File: src/rtl/id_ex_stage.sv
`default_nettype none
// +--------------------------------------------------------------------------+
// | id_ex_stage : MIPS decode/issue register feeding the ALU, with load-use  |
// |               hazard detection and stall/flush control.                  |
// | Revision    : 1.0                                                        |
// +--------------------------------------------------------------------------+
module id_ex_stage #(
  parameter int DATA_W = 32,
  parameter int REG_AW = 5
) (
  input  logic              clk,
  input  logic              rst_n,
  input  logic              in_valid,
  output logic              in_ready,
  input  logic [31:0]       instr,
  input  logic [DATA_W-1:0] rs_data,
  input  logic [DATA_W-1:0] rt_data,
  input  logic              stall,
  input  logic              flush,
  output logic [DATA_W-1:0] a,
  output logic [DATA_W-1:0] b,
  output logic [3:0]        alu_op,
  output logic              out_valid,
  output logic [REG_AW-1:0] dest_reg,
  output logic              reg_we,
  output logic              mem_rd,
  output logic              mem_wr,
  output logic [DATA_W-1:0] store_data,
  output logic              illegal
);

  localparam logic [5:0] OP_RTYPE = 6'b000000;
  localparam logic [5:0] OP_BEQ   = 6'b000100;
  localparam logic [5:0] OP_ADDI  = 6'b001000;
  localparam logic [5:0] OP_ADDIU = 6'b001001;
  localparam logic [5:0] OP_ANDI  = 6'b001100;
  localparam logic [5:0] OP_ORI   = 6'b001101;
  localparam logic [5:0] OP_LW    = 6'b100011;
  localparam logic [5:0] OP_SW    = 6'b101011;

  localparam logic [3:0] ALU_ADD = 4'b0000;
  localparam logic [3:0] ALU_SUB = 4'b0001;
  localparam logic [3:0] ALU_OR  = 4'b0010;
  localparam logic [3:0] ALU_AND = 4'b0011;
  localparam logic [3:0] ALU_CMP = 4'b0100;

  logic [5:0]        w_opcode;
  logic [5:0]        w_funct;
  logic [REG_AW-1:0] w_rs;
  logic [REG_AW-1:0] w_rt;
  logic [REG_AW-1:0] w_rd;
  logic [DATA_W-1:0] w_sext;
  logic [DATA_W-1:0] w_zext;
  logic              w_unused;

  assign w_opcode = instr[31:26];
  assign w_funct  = instr[5:0];
  assign w_rs     = REG_AW'(instr[25:21]);
  assign w_rt     = REG_AW'(instr[20:16]);
  assign w_rd     = REG_AW'(instr[15:11]);
  assign w_sext   = DATA_W'(signed'(instr[15:0]));
  assign w_zext   = DATA_W'(instr[15:0]);
  assign w_unused = &{1'b0, instr[10:6]};

  logic              w_legal;
  logic [3:0]        w_op;
  logic [DATA_W-1:0] w_b;
  logic [REG_AW-1:0] w_dest;
  logic              w_we;
  logic              w_mrd;
  logic              w_mwr;
  logic              w_rt_src;

  always_comb begin
    w_legal  = 1'b1;
    w_op     = ALU_ADD;
    w_b      = w_sext;
    w_dest   = '0;
    w_we     = 1'b0;
    w_mrd    = 1'b0;
    w_mwr    = 1'b0;
    w_rt_src = 1'b0;
    case (w_opcode)
      OP_RTYPE: begin
        w_b      = rt_data;
        w_dest   = w_rd;
        w_we     = 1'b1;
        w_rt_src = 1'b1;
        case (w_funct)
          6'b100000, 6'b100001: w_op = ALU_ADD;
          6'b100010, 6'b100011: w_op = ALU_SUB;
          6'b100101:            w_op = ALU_OR;
          6'b100100:            w_op = ALU_AND;
          default:              w_legal = 1'b0;
        endcase
      end
      OP_ADDI, OP_ADDIU: begin
        w_dest = w_rt;
        w_we   = 1'b1;
      end
      OP_ANDI: begin
        w_op   = ALU_AND;
        w_b    = w_zext;
        w_dest = w_rt;
        w_we   = 1'b1;
      end
      OP_ORI: begin
        w_op   = ALU_OR;
        w_b    = w_zext;
        w_dest = w_rt;
        w_we   = 1'b1;
      end
      OP_LW: begin
        w_dest = w_rt;
        w_we   = 1'b1;
        w_mrd  = 1'b1;
      end
      OP_SW: begin
        w_mwr    = 1'b1;
        w_rt_src = 1'b1;
      end
      OP_BEQ: begin
        w_op     = ALU_CMP;
        w_b      = rt_data;
        w_rt_src = 1'b1;
      end
      default: w_legal = 1'b0;
    endcase
  end

  // A load still in this stage cannot forward to the next instruction yet.
  logic w_hz;
  logic w_accept;

  assign w_hz = out_valid && mem_rd && (dest_reg != '0) &&
                ((dest_reg == w_rs) || (w_rt_src && (dest_reg == w_rt)));
  assign in_ready = !stall && !w_hz;
  assign w_accept = in_valid && in_ready;

  always_ff @(posedge clk or negedge rst_n) begin
    if (!rst_n) begin
      a          <= '0;
      b          <= '0;
      alu_op     <= '0;
      out_valid  <= 1'b0;
      dest_reg   <= '0;
      reg_we     <= 1'b0;
      mem_rd     <= 1'b0;
      mem_wr     <= 1'b0;
      store_data <= '0;
      illegal    <= 1'b0;
    end else begin
      illegal <= 1'b0;
      if (flush) begin
        out_valid <= 1'b0;
        reg_we    <= 1'b0;
        mem_rd    <= 1'b0;
        mem_wr    <= 1'b0;
      end else if (!stall) begin
        if (w_accept && w_legal) begin
          a          <= rs_data;
          b          <= w_b;
          alu_op     <= w_op;
          out_valid  <= 1'b1;
          dest_reg   <= w_dest;
          reg_we     <= w_we && (w_dest != '0);
          mem_rd     <= w_mrd;
          mem_wr     <= w_mwr;
          store_data <= rt_data;
        end else begin
          // Hazard, idle and unsupported instructions all leave a bubble.
          out_valid <= 1'b0;
          reg_we    <= 1'b0;
          mem_rd    <= 1'b0;
          mem_wr    <= 1'b0;
          illegal   <= w_accept;
        end
      end
    end
  end

endmodule
`default_nettype wire

File: config.mk
export PLATFORM = sky130hd
export DESIGN_NAME = id_ex_stage
export DESIGN_NICKNAME = d
export VERILOG_FILES = /design/src/rtl/id_ex_stage.sv
export SDC_FILE = /design/constraint.sdc
export NUM_CORES = 1
export LEC_CHECK = 0
export BUFFER_PORTS_ARGS = -buffer_cell sky130_fd_sc_hd__buf_2
export CAP_MARGIN = 20
export CORE_MARGIN = 2
export CORE_UTILIZATION = 48
export CTS_CLUSTER_SIZE = 24
export DETAILED_ROUTE_END_ITERATION = 6
export PLACE_DENSITY = 0.9
export SKIP_CTS_REPAIR_TIMING = 1
export SLEW_MARGIN = 0
export SYNTH_ARGS = -nofsm -noshare
export SYNTH_HDL_FRONTEND = slang
export SYNTH_SLANG_ARGS = --single-unit
File: constraint.sdc
create_clock -name clk -period 3.6 [get_ports clk]
set_input_delay 0.18 -clock clk [delete_from_list [all_inputs] [get_ports clk]]
set_output_delay 0.18 -clock clk [all_outputs]
set_load 0.03 [all_outputs]
==> impl_summary.md <==
Timing
Across all hold checks on the routed design, the worst slack comes to -0.0532 ns. The final-report hold violation count is 73. The transition time at the pin with the least slew margin is 0.952 ns.

The setup skew after layout is 0.0127 ns. For the finished layout, the period the worst path requires is 2.76 ns. Setup violations remaining at the end of the flow were counted as 0. After layout, the worst path uses 76.5% of the clock period.

Based on the critical path, the design can be clocked at up to 363 MHz. The worst max-slew margin expressed relative to the limit is 36.5%. The final setup TNS is 0 ns. Setup repair after global routing left no endpoint under its margin.

The max-slew violation total from the final report is 0.

Status
The flow ran to the end, but the final reports show violations. The checks that failed: hold timing.

Critical path
The worst setup path is of the register to register kind. The maximum fanout count along the critical path is 41. The endpoint required time on the critical path is 3.85 ns. The type of destination of the critical path is a register. The arrival time of the worst setup path is 3.00 ns. The type of element launching the critical path is a register.

Routing
The count of vias placed by the detailed router is 3,590. The routed design has 11.7 mm of wire. The detailed-route vias per instance is 5.14. In the final routed layout, each cell accounts on average for 16.7 um. The count of nets left with antenna violations once routing finished came out at 0. The length of the first detailed-routing pass in iterations is 4. For this run, design rule violations remaining after detail routing come to 0.

The initial detailed-routing violation count is 136.

Floorplan
The effective utilization at floorplan is 49.5%. The y dimension of the die is 105 um. The number of placement rows is 36. The die is 105 um wide.

The die footprint is 10,900 um2. The floorplan step defined a core boundary enclosing 9820 um2. For this design the top-level I/O count stands at 212.

Clock tree
After clock tree synthesis, the clock-pin slew on the worst setup and hold paths is 0.11 ns. The clock latency on the worst-skew pair is 0.36 ns. The number of H-tree branching levels is 3. Buffers inserted during clock tree synthesis total 9.

TritonCTS built the clock tree. The root buffer cell chosen for the clock tree is sky130_fd_sc_hd__clkbuf_8. The number of buffers on the longest clock path is 2. The number of clock sinks is 109.

Global route
The total overflow left after global routing is 0. Global routing used 21.6% of the available tracks across all layers. The first global-routing pass estimated 18.7 mm of wire. The initial antenna violation count is 2. The number of global-route vias before repair is 3,781. The maximum number of pins on one net before global-route repair is 78.

Layout
The largest registers in the layout are a x32, b x32, store_data x32. The count of cells in the finished layout, fillers not included, comes to 698. The final layout contains 660 nets. After filler insertion, the fill cell instance count of the layout stands at 817.

The layout cell share with drive strength beyond 1 is 57.1%. Once layout is done, the placed cells without fillers occupy 6160 um2. From synthesis to final layout, the design area changed by 26.9%.

Yosys
The average instance area after synthesis is 13.8 um2. The netlist area before placement is 4860 um2. The net count after synthesis is 452.

Ranked by total cell area, the synthesized netlist is headed by sky130_fd_sc_hd__dfrtp_1, sky130_fd_sc_hd__mux2_2, sky130_fd_sc_hd__mux2_1, sky130_fd_sc_hd__mux2i_1, sky130_fd_sc_hd__buf_6. Yosys printed 0 warnings. The post-synthesis cell count is 351. The dominant cell type by area after synthesis is sky130_fd_sc_hd__dfrtp_1. The number of flops mapped to enable cells by yosys is 0.

The number of distinct library cells after synthesis is 38. Sequential elements use 56.1% of the synthesized area. The most frequently used flop master after synthesis is sky130_fd_sc_hd__dfrtp_1.

Of the post-synthesis cell area, the dominant cell type holds 56.1%. The total of flip-flops plus latches after synthesis is 109. Of all flip-flops after synthesis, the portion carrying an async set or reset was 100%.

Placement
The placed wire-length estimate is 8.69 mm. The congestion estimate from routability-driven global placement came to 0.836. After detailed placement, the design holds a cell count of 681. The port buffer count is 210. The post-placement cell area is 5980 um2.

Power and ir drop
Power spread over the standard cell area amounts to 544 nW/um2. The worst supply voltage drop on vdd is 0.000295 V. For this design the static power due to leakage is 0.00323 uW.

Job
Across the run, the number of max-cap violations was 0.

Worst hold path
The class of the most critical hold timing path is input port to async pin.
synth_stat cells (2+ instances only):
master and n:
sky130_fd_sc_hd__nand3_1 3, sky130_fd_sc_hd__a21oi_1 16, sky130_fd_sc_hd__clkbuf_1 4, sky130_fd_sc_hd__xor2_1 7, sky130_fd_sc_hd__a22o_1 7, sky130_fd_sc_hd__nor2b_1 3, sky130_fd_sc_hd__nand2_1 5, sky130_fd_sc_hd__mux2_2 86
sky130_fd_sc_hd__or4_1 3, sky130_fd_sc_hd__buf_6 11, sky130_fd_sc_hd__o21ai_0 4, sky130_fd_sc_hd__nor3_1 4, sky130_fd_sc_hd__buf_2 2, sky130_fd_sc_hd__mux2_1 18, sky130_fd_sc_hd__nand2b_1 2, sky130_fd_sc_hd__dfrtp_1 109
sky130_fd_sc_hd__nor2_1 7, sky130_fd_sc_hd__xnor2_1 3, sky130_fd_sc_hd__inv_1 18, sky130_fd_sc_hd__or3_1 2, sky130_fd_sc_hd__a21o_1 2, sky130_fd_sc_hd__nor4_1 3, sky130_fd_sc_hd__mux2i_1 17
critical path, cell delays in order, from the launching register on:
cell and delay [ns]:
sky130_fd_sc_hd__dfrtp_1 0.45, sky130_fd_sc_hd__or4_1 0.55, sky130_fd_sc_hd__o211ai_2 0.17, sky130_fd_sc_hd__and4b_4 0.24, sky130_fd_sc_hd__a2111oi_4 0.28, sky130_fd_sc_hd__buf_4 0.52
sky130_fd_sc_hd__mux2_2 0.41
power by group:
group / internal (uW) / switching (uW) / total, uW / leakage [uW]
Sequential: 1450 / 113 / 1560 / 0.00138
Clock: 276 / 424 / 700 / 0.0000928
Combinational: 367 / 723 / 1090 / 0.00176
Total: 2090 / 1260 / 3350 / 0.00323
per-layer routing:
layer | wire, um | part of all wire (%) | track usage (%) | vias up
li1 | - | - | - | 1659
met1 | 4600 | 39 | 24.7 | 1773
met2 | 6140 | 53 | 39.0 | 136
met3 | 724 | 6.2 | 5.74 | 20
met4 | 200 | 1.7 | 7.52 | 2
met5 | 7 | 0.060 | 0 | -
layout make-up:
cell class / instances / area [um2] / area share [%]
well taps: 133 / 166 / 2.70
multi-input cells: 206 / 1910 / 31.0
clock inverters: 6 / 47.5 / 0.771
inverters: 18 / 67.6 / 1.10
repair buffers: 215 / 1100 / 17.9
flip-flops and latches: 109 / 2730 / 44.2
clock buffers: 10 / 138 / 2.23
diodes: 1 / 2.50 / 0.0406
final timing paths:
path,startpoint,endpoint,slack (ns),cells past startpoint
worst min-delay path,rst_n,a[25],-0.05,1
min in group clk,rs_data[14],a[14],0.04,2
worst min register to register,b[4],b[4],0.49,1
worst max-delay path,dest_reg[2],store_data[10],0.84,6
worst max register to register,dest_reg[2],store_data[10],0.84,6
max in group asynchronous,rst_n,store_data[27],2.64,2
cells by family (layout without fill, tap and decap cells):
kind of cell / Yosys count / count (layout) / share of synthesized area [%]
DFF: 109 / 109 / 56.1
AOI/OAI and AO/OA: 37 / 37 / 5.41
and+or+nand+nor: 37 / 37 / 4.35
muxes: 121 / 121 / 27.6
buffers and inverters: 36 / 249 / 4.61
xor gates and xnor gates: 10 / 10 / 1.80
other: 1 / 2 / 0.0772
placed cells by master, fill, tap and decap left out, types with 2 or more instances in the layout:
cell type	synthesis	routed
sky130_fd_sc_hd__clkbuf_8	0	10
sky130_fd_sc_hd__nor4_1	3	3
sky130_fd_sc_hd__inv_1	18	18
sky130_fd_sc_hd__or3_1	2	2
sky130_fd_sc_hd__nand2_1	5	5
sky130_fd_sc_hd__xor2_1	7	7
sky130_fd_sc_hd__mux2i_1	17	17
sky130_fd_sc_hd__a21o_1	2	2
sky130_fd_sc_hd__a22o_1	7	7
sky130_fd_sc_hd__or4_1	3	3
sky130_fd_sc_hd__nor3_1	4	3
sky130_fd_sc_hd__nor2_1	7	7
sky130_fd_sc_hd__a21oi_1	16	16
sky130_fd_sc_hd__nand3_1	3	3
sky130_fd_sc_hd__mux2_2	86	86
sky130_fd_sc_hd__xnor2_1	3	3
sky130_fd_sc_hd__o21ai_0	4	4
sky130_fd_sc_hd__nand2b_1	2	2
sky130_fd_sc_hd__nor2b_1	3	3
sky130_fd_sc_hd__buf_2	2	209
sky130_fd_sc_hd__clkinv_4	0	3
sky130_fd_sc_hd__mux2_1	18	18
sky130_fd_sc_hd__dfrtp_1	109	109
sky130_fd_sc_hd__buf_4	1	5
metrics by stage:
| stage | utilization, % | setup WS, ns | total power, uW | hold WS [ns] |
|---|---|---|---|---|
| final | 62.8 | 0.844 | 3350 | -0.0532 |
| after global routing | 62.8 | 0.737 | 3520 | 0.00653 |
| after CTS | 62.8 | 0.829 | 3390 | -0.0196 |
| after detailed placement | 60.9 | 0.664 | 2690 | 0.395 |
| after global placement | 60.9 | 0.831 | 2640 | 0.372 |
| after floorplan | - | 0.908 | 2290 | -0.116 |
Power figures use the tool's default switching activity.
